## src/rtl/ysyx_22040750_pkg.sv

```systemverilog
// Shared widths and write-back source indices for the ysyx_22040750 core.
package ysyx_22040750_pkg;

    localparam int XLEN   = 64;
    localparam int REG_AW = 5;

    typedef enum logic {
        SRC_ALU = 1'b0,
        SRC_LSU = 1'b1
    } src_e;

endpackage

```

## src/rtl/ysyx_22040750_wbu_arb_if.sv

```systemverilog
// Write-back arbiter bus: two result sources in, GPR write port and retire count out.
// Forwarding taps exist only when YSYX_22040750_WBU_FWD_EN is defined.
interface ysyx_22040750_wbu_arb_if
    import ysyx_22040750_pkg::*;
#(
    parameter int DW = XLEN,
    parameter int AW = REG_AW
);
    logic          I_src0_valid;
    logic          O_src0_ready;
    logic [AW-1:0] I_src0_rd;
    logic [DW-1:0] I_src0_data;

    logic          I_src1_valid;
    logic          O_src1_ready;
    logic [AW-1:0] I_src1_rd;
    logic [DW-1:0] I_src1_data;

    logic          O_wen;
    logic [AW-1:0] O_rd_addr;
    logic [DW-1:0] O_wr_data;
    logic [31:0]   O_retire_cnt;

`ifdef YSYX_22040750_WBU_FWD_EN
    logic [AW-1:0] I_rs1_addr;
    logic [AW-1:0] I_rs2_addr;
    logic          O_rs1_fwd_hit;
    logic          O_rs2_fwd_hit;
    logic [DW-1:0] O_rs1_fwd_data;
    logic [DW-1:0] O_rs2_fwd_data;
`endif

    modport slave (
        input  I_src0_valid, I_src0_rd, I_src0_data,
        input  I_src1_valid, I_src1_rd, I_src1_data,
        output O_src0_ready, O_src1_ready,
        output O_wen, O_rd_addr, O_wr_data, O_retire_cnt
`ifdef YSYX_22040750_WBU_FWD_EN
        ,
        input  I_rs1_addr, I_rs2_addr,
        output O_rs1_fwd_hit, O_rs2_fwd_hit, O_rs1_fwd_data, O_rs2_fwd_data
`endif
    );

    modport master (
        output I_src0_valid, I_src0_rd, I_src0_data,
        output I_src1_valid, I_src1_rd, I_src1_data,
        input  O_src0_ready, O_src1_ready,
        input  O_wen, O_rd_addr, O_wr_data, O_retire_cnt
`ifdef YSYX_22040750_WBU_FWD_EN
        ,
        output I_rs1_addr, I_rs2_addr,
        input  O_rs1_fwd_hit, O_rs2_fwd_hit, O_rs1_fwd_data, O_rs2_fwd_data
`endif
    );

endinterface

```

## src/rtl/ysyx_22040750_rr_arb2.sv

```systemverilog
// Two-requester round-robin arbiter; grants are combinational, last-grant is a single flop.
module ysyx_22040750_rr_arb2
    import ysyx_22040750_pkg::*;
(
    input  logic I_sys_clk,
    input  logic I_rst,
    input  logic I_req0,
    input  logic I_req1,
    output logic O_gnt0,
    output logic O_gnt1
);

    src_e last_grant;

    always_comb begin
        O_gnt0 = 1'b0;
        O_gnt1 = 1'b0;
        if (!I_rst) begin
            if (I_req0 && I_req1) begin
                if (last_grant == SRC_ALU) O_gnt1 = 1'b1;
                else                       O_gnt0 = 1'b1;
            end else begin
                O_gnt0 = I_req0;
                O_gnt1 = I_req1;
            end
        end
    end

    // Reset to LSU so the ALU wins the first contested cycle.
    always_ff @(posedge I_sys_clk) begin
        if (I_rst)       last_grant <= SRC_LSU;
        else if (O_gnt0) last_grant <= SRC_ALU;
        else if (O_gnt1) last_grant <= SRC_LSU;
    end

endmodule

```

## src/rtl/ysyx_22040750_wbu_arb.sv

```systemverilog
// Write-back unit arbiter: picks one of ALU/LSU results per cycle and registers it onto the GPR write port.
// Optional forwarding taps enabled by YSYX_22040750_WBU_FWD_EN.
module ysyx_22040750_wbu_arb
    import ysyx_22040750_pkg::*;
#(
    parameter int DW = XLEN,
    parameter int AW = REG_AW
) (
    input  logic                     I_sys_clk,
    input  logic                     I_rst,
    ysyx_22040750_wbu_arb_if.slave   bus
);

    logic          gnt0;
    logic          gnt1;
    logic          any_gnt;
    logic [AW-1:0] sel_rd;
    logic [DW-1:0] sel_data;

    logic          wen_q;
    logic [AW-1:0] rd_q;
    logic [DW-1:0] data_q;
    logic [31:0]   retire_cnt;

    ysyx_22040750_rr_arb2 u_rr_arb2 (
        .I_sys_clk (I_sys_clk),
        .I_rst     (I_rst),
        .I_req0    (bus.I_src0_valid),
        .I_req1    (bus.I_src1_valid),
        .O_gnt0    (gnt0),
        .O_gnt1    (gnt1)
    );

    assign any_gnt  = gnt0 | gnt1;
    assign sel_rd   = gnt1 ? bus.I_src1_rd   : bus.I_src0_rd;
    assign sel_data = gnt1 ? bus.I_src1_data : bus.I_src0_data;

    assign bus.O_src0_ready = gnt0;
    assign bus.O_src1_ready = gnt1;

    // x0 writes still retire and load the address/data, but never strobe the GPR file.
    always_ff @(posedge I_sys_clk) begin
        if (I_rst) begin
            wen_q      <= 1'b0;
            rd_q       <= '0;
            data_q     <= '0;
            retire_cnt <= '0;
        end else begin
            wen_q <= any_gnt && (sel_rd != '0);
            if (any_gnt) begin
                rd_q       <= sel_rd;
                data_q     <= sel_data;
                retire_cnt <= retire_cnt + 32'd1;
            end
        end
    end

    assign bus.O_wen        = wen_q;
    assign bus.O_rd_addr    = rd_q;
    assign bus.O_wr_data    = data_q;
    assign bus.O_retire_cnt = retire_cnt;

`ifdef YSYX_22040750_WBU_FWD_EN
    logic rs1_hit;
    logic rs2_hit;

    assign rs1_hit = wen_q && (bus.I_rs1_addr != '0) && (bus.I_rs1_addr == rd_q);
    assign rs2_hit = wen_q && (bus.I_rs2_addr != '0) && (bus.I_rs2_addr == rd_q);

    assign bus.O_rs1_fwd_hit  = rs1_hit;
    assign bus.O_rs2_fwd_hit  = rs2_hit;
    assign bus.O_rs1_fwd_data = rs1_hit ? data_q : '0;
    assign bus.O_rs2_fwd_data = rs2_hit ? data_q : '0;
`endif

endmodule

```

## src/flat_wrapper.sv

```systemverilog
// flat-port wrapper written by rule: the top's interface ports become plain ports
module ysyx_22040750_wbu_arb_flat import ysyx_22040750_pkg::*;
#(
    parameter int DW = XLEN,
    parameter int AW = REG_AW
)
  (I_sys_clk, I_rst, bus_I_src0_valid, bus_I_src0_rd, bus_I_src0_data, bus_I_src1_valid, bus_I_src1_rd, bus_I_src1_data, bus_O_src0_ready, bus_O_src1_ready, bus_O_wen, bus_O_rd_addr, bus_O_wr_data, bus_O_retire_cnt);
  ysyx_22040750_wbu_arb_if #(.DW(DW), .AW(AW)) bus_i ();
  input  logic I_sys_clk;
  input  logic I_rst;
  input wire logic [$bits(bus_i.I_src0_valid)-1:0] bus_I_src0_valid;
  input wire logic [$bits(bus_i.I_src0_rd)-1:0] bus_I_src0_rd;
  input wire logic [$bits(bus_i.I_src0_data)-1:0] bus_I_src0_data;
  input wire logic [$bits(bus_i.I_src1_valid)-1:0] bus_I_src1_valid;
  input wire logic [$bits(bus_i.I_src1_rd)-1:0] bus_I_src1_rd;
  input wire logic [$bits(bus_i.I_src1_data)-1:0] bus_I_src1_data;
  output wire logic [$bits(bus_i.O_src0_ready)-1:0] bus_O_src0_ready;
  output wire logic [$bits(bus_i.O_src1_ready)-1:0] bus_O_src1_ready;
  output wire logic [$bits(bus_i.O_wen)-1:0] bus_O_wen;
  output wire logic [$bits(bus_i.O_rd_addr)-1:0] bus_O_rd_addr;
  output wire logic [$bits(bus_i.O_wr_data)-1:0] bus_O_wr_data;
  output wire logic [$bits(bus_i.O_retire_cnt)-1:0] bus_O_retire_cnt;
  assign bus_i.I_src0_valid = bus_I_src0_valid;
  assign bus_i.I_src0_rd = bus_I_src0_rd;
  assign bus_i.I_src0_data = bus_I_src0_data;
  assign bus_i.I_src1_valid = bus_I_src1_valid;
  assign bus_i.I_src1_rd = bus_I_src1_rd;
  assign bus_i.I_src1_data = bus_I_src1_data;
  assign bus_O_src0_ready = bus_i.O_src0_ready;
  assign bus_O_src1_ready = bus_i.O_src1_ready;
  assign bus_O_wen = bus_i.O_wen;
  assign bus_O_rd_addr = bus_i.O_rd_addr;
  assign bus_O_wr_data = bus_i.O_wr_data;
  assign bus_O_retire_cnt = bus_i.O_retire_cnt;
  ysyx_22040750_wbu_arb #(.DW(DW), .AW(AW)) u_core (.I_sys_clk(I_sys_clk), .I_rst(I_rst), .bus(bus_i));
endmodule
```

## config.mk

```make
export PLATFORM = sky130hd
export DESIGN_NAME = ysyx_22040750_wbu_arb_flat
export DESIGN_NICKNAME = d
export VERILOG_FILES = /design/src/rtl/ysyx_22040750_pkg.sv /design/src/rtl/ysyx_22040750_wbu_arb_if.sv /design/src/rtl/ysyx_22040750_rr_arb2.sv /design/src/rtl/ysyx_22040750_wbu_arb.sv /design/src/flat_wrapper.sv
export SDC_FILE = /design/constraint.sdc
export NUM_CORES = 1
export LEC_CHECK = 0
export ABC_AREA = 1
export CAP_MARGIN = 15
export CORE_MARGIN = 2
export CORE_UTILIZATION = 40
export CTS_CLUSTER_SIZE = 30
export DETAILED_ROUTE_END_ITERATION = 8
export HOLD_SLACK_MARGIN = 0.15
export PLACE_DENSITY = 0.78
export SYNTH_ARGS = -nofsm -noshare
export SYNTH_HDL_FRONTEND = slang
export SYNTH_SLANG_ARGS = --single-unit
```

## constraint.sdc

```tcl
create_clock -name I_sys_clk -period 2.4 [get_ports I_sys_clk]
set_clock_uncertainty 0.2 [all_clocks]
set_input_delay 0.48 -clock I_sys_clk [delete_from_list [all_inputs] [get_ports I_sys_clk]]
set_output_delay 0.48 -clock I_sys_clk [all_outputs]
set_load 0.01 [all_outputs]
```

==> run metrics <==
Chip Width=114 um; endpoints failing setup=0; number of global-route vias before repair=5003; number of sinks handled by clock tree synthesis=103; Mapped Area=4800 um2; cell with the largest stage delay on the worst path=sky130_fd_sc_hd__clkdlybuf4s50_1; crit-path cells=clkdlybuf4s50_1, inv_2, nand3_1, inv_1, dlygate4sd2_1; number of buffers created by CTS=9; Hold Buf Count CTS=0; DRC violation count after routing=0; Filler Cell Count=1013; Mapped Nets=839; post-CTS setup-driven buffer insertion count=0; largest net degree at the start of global routing=51; kind of cell adding the most delay to the critical path=buffers and inverters; Vias=5341; number of top-level pins=246; grt ovf=0; min Tclk post-route=2190 ps; routed wire length per instance=14.3 um; detailed-placement wirelength estimate=11900 um; RSZ-0062 raised after global routing=false; Total Power=4.39 mW; vertical die dimension=114 um; run status=finished, final reports clean; share of async-settable or async-resettable flops after synthesis=0; DRT Wirelength=15600 um; final hold slack=285 ps; flip-flop cell with the highest count after synthesis=sky130_fd_sc_hd__dfxtp_1; share of post-route cells with drive strength above 1=0.0638; die area=12900 um2; worst max-slew margin expressed relative to the limit=0.665; area used by multi-input combinational logic=2360 um2; warnings from Yosys=0; cell count after synthesis=696; critical path data arrival time=1510 ps; register clock-pin slew on the reported worst setup and hold paths=60 ps; Final period util=0.913; number of distinct library cells after synthesis=31; final slew viol count=0; Skew-Pair Late Insertion Delay=340 ps; Max IR drop VDD=0.314 mV; type of destination of the critical path=output port; number of antenna violations at the first check in global routing=0; highest attainable clock frequency=0.456 GHz; row count=40; total power per unit cell area=564 nW/um2; required time of the worst setup path=1720 ps; global placer's final weighted congestion=0.861; count of TritonRoute iterations in the first routing pass=6; nets@finish=1079; sequential cell area in the final layout=2060 um2; synth-to-layout area growth=62.2%; Critical Path Fanout Max=4; Diodes inserted=0; Critical Setup Path Class=input pin to output port; core area=11900 um2; root buffer selected by CTS=sky130_fd_sc_hd__clkbuf_16; count of maximum capacitance violations=0; Buffers & Inverters on Critical Path=4; mean cell area of the mapped netlist=6.89 um2; IO Port Bufs=245; number of routed nets with antenna violations=0; measured slew at the worst slew-check pin=503 ps; number of synthesized flops with an enable pin=0; longest individual stage delay on the worst path=510 ps; first-pass GRT wire length=24700 um; Final Hold Viols=0; Synth Register Bits=103; type of the worst min-delay path=register to register; maximum count of clock buffers along a single path=2; mean number of vias per cell=4.91; global router's overall resource usage=0.242; Initial Utilization=0.405; TritonCTS clock tree=yes; number of H-tree levels=3; critical path launch point type=input pin; Iteration-0 DRC Markers=283; Leakage Power=3.04 nW; proportion of synthesized chip area in sequential cells=0.430
==> worst paths after layout <==
path                                            from                                       end  slack [ps]  cells past startpoint
min            u_core.bus.O_wr_data[63]$_SDFFE_PP0P_     u_core.bus.O_wr_data[63]$_SDFFE_PP0P_         290                      2
min reg2reg    u_core.bus.O_wr_data[63]$_SDFFE_PP0P_     u_core.bus.O_wr_data[63]$_SDFFE_PP0P_         290                      2
max                                            I_rst                          bus_O_src0_ready         210                      5
max reg2reg  u_core.bus.O_retire_cnt[0]$_SDFFE_PP0P_  u_core.bus.O_retire_cnt[16]$_SDFFE_PP0P_         510                      8
==> cells in the final DEF (no fill, tap or decap), types with 2 or more instances in the layout <==
cell type	count
sky130_fd_sc_hd__o21bai_1	2
sky130_fd_sc_hd__inv_1	45
sky130_fd_sc_hd__inv_2	3
sky130_fd_sc_hd__nand2_2	4
sky130_fd_sc_hd__nor3_1	6
sky130_fd_sc_hd__or2_2	2
sky130_fd_sc_hd__clkbuf_16	9
sky130_fd_sc_hd__nand4_1	9
sky130_fd_sc_hd__nand3_1	20
sky130_fd_sc_hd__buf_4	21
sky130_fd_sc_hd__dfxtp_1	103
sky130_fd_sc_hd__buf_12	5
sky130_fd_sc_hd__nor2_4	2
sky130_fd_sc_hd__o21ai_0	51
sky130_fd_sc_hd__clkdlybuf4s50_1	243
sky130_fd_sc_hd__clkbuf_1	3
sky130_fd_sc_hd__nor2_1	65
sky130_fd_sc_hd__nand2_1	213
sky130_fd_sc_hd__dlygate4sd2_1	2
sky130_fd_sc_hd__nor2_2	5
sky130_fd_sc_hd__xor2_1	2
sky130_fd_sc_hd__a21oi_1	44
sky130_fd_sc_hd__a31oi_1	65
sky130_fd_sc_hd__nand3_2	3
==> worst reg2reg max path, cell delays in order, from the launching register on <==
cell	delay, ps
sky130_fd_sc_hd__dfxtp_1	390
sky130_fd_sc_hd__ha_1	210
sky130_fd_sc_hd__nand3_1	150
sky130_fd_sc_hd__nor2_2	220
sky130_fd_sc_hd__nand2_2	110
sky130_fd_sc_hd__nor2_8	200
sky130_fd_sc_hd__nand2_1	90
sky130_fd_sc_hd__o21ai_0	150
sky130_fd_sc_hd__nor2_1	50
==> metal layers <==
layer	track usage	share of wire	up-vias	wire length [um]
li1	-	-	2784	-
met1	0.280	0.41	2346	6420
met2	0.424	0.49	181	7640
met3	0.0638	0.068	30	1060
met4	0.0992	0.032	0	493
met5	0	0	-	0
==> power breakdown <==
part / leakage [nW] / internal [mW] / switching (mW)
clock: 0.140 / 0.838 / 0.630
sequential: 0.850 / 1.85 / 0.0681
combinational: 2.05 / 0.583 / 0.421
total: 3.04 / 3.27 / 1.12
==> area by class of cell <==
class / count / share of cell area
Multi-Input combinational cell: 503 / 0.303
Sequential cell: 103 / 0.265
Timing Repair Buffer: 271 / 0.348
Inverter: 48 / 0.0232
Clock inverter: 3 / 0.00547
Clock buffer: 13 / 0.0322
Tap cell: 147 / 0.0236
==> sequential cells by signal, summed over array words and instances (netlist names) <==
signal,flops
u_core.bus.O_rd_addr,5
u_core.bus.O_wen,1
u_core.u_rr_arb2.last_grant,1
u_core.bus.O_wr_data,64
u_core.bus.O_retire_cnt,32
==> what timing repair did <==
item                                    4_1_cts  5_1_grt
gates resized for setup                       2        0
hold endpoints to repair                      0        0
endpoints found under the setup margin        2        0
==> metrics by stage <==
stage / instances / utilization / TNS (ps) / instance area (um2) / setup slack (ps)
after floorplan: 696 / - / 0 / 4800 / 659
after global placement: 1072 / 0.632 / -1870 / 7490 / -103
after detailed placement: 1072 / 0.632 / -1550 / 7490 / -127
after CTS: 1088 / 0.656 / 0 / 7780 / 197
after global routing: 1088 / 0.656 / 0 / 7780 / 79.3
final: 1088 / 0.656 / 0 / 7780 / 209
==> synth_stat cells, types with 2 or more instances <==
cell | n | area, um2
sky130_fd_sc_hd__buf_2 | 26 | 130
sky130_fd_sc_hd__o21ai_0 | 51 | 255
sky130_fd_sc_hd__buf_1 | 2 | 7.51
sky130_fd_sc_hd__buf_4 | 4 | 30.0
sky130_fd_sc_hd__inv_2 | 3 | 11.3
sky130_fd_sc_hd__dfxtp_1 | 103 | 2060
sky130_fd_sc_hd__nor2_1 | 65 | 244
sky130_fd_sc_hd__nand3_2 | 3 | 30.0
sky130_fd_sc_hd__xor2_1 | 2 | 17.5
sky130_fd_sc_hd__nand3_1 | 20 | 100
sky130_fd_sc_hd__nor2_4 | 2 | 22.5
sky130_fd_sc_hd__clkbuf_1 | 10 | 37.5
sky130_fd_sc_hd__nor3_1 | 6 | 30.0
sky130_fd_sc_hd__o21bai_1 | 2 | 15.0
sky130_fd_sc_hd__nand4_1 | 9 | 56.3
sky130_fd_sc_hd__a31oi_1 | 65 | 407
sky130_fd_sc_hd__nor2_2 | 5 | 31.3
sky130_fd_sc_hd__nand2_2 | 5 | 31.3
sky130_fd_sc_hd__or2_2 | 2 | 12.5
sky130_fd_sc_hd__inv_1 | 45 | 169
sky130_fd_sc_hd__a21oi_1 | 44 | 220
sky130_fd_sc_hd__nand2_1 | 213 | 800
==> cell families (layout without fill, tap and decap cells) <==
logic type,count (synthesis),in the layout,share of synthesized area
adder cells (fa/ha/maj),1,1,0.00261
AO/OA/AOI/OAI,164,164,0.190
buffers and inverters,90,335,0.0803
AND/OR/NAND/NOR,336,336,0.294
flip-flops,103,103,0.430
XOR/XNOR,2,2,0.00365
Note: power is estimated with default switching activity, not from simulation.
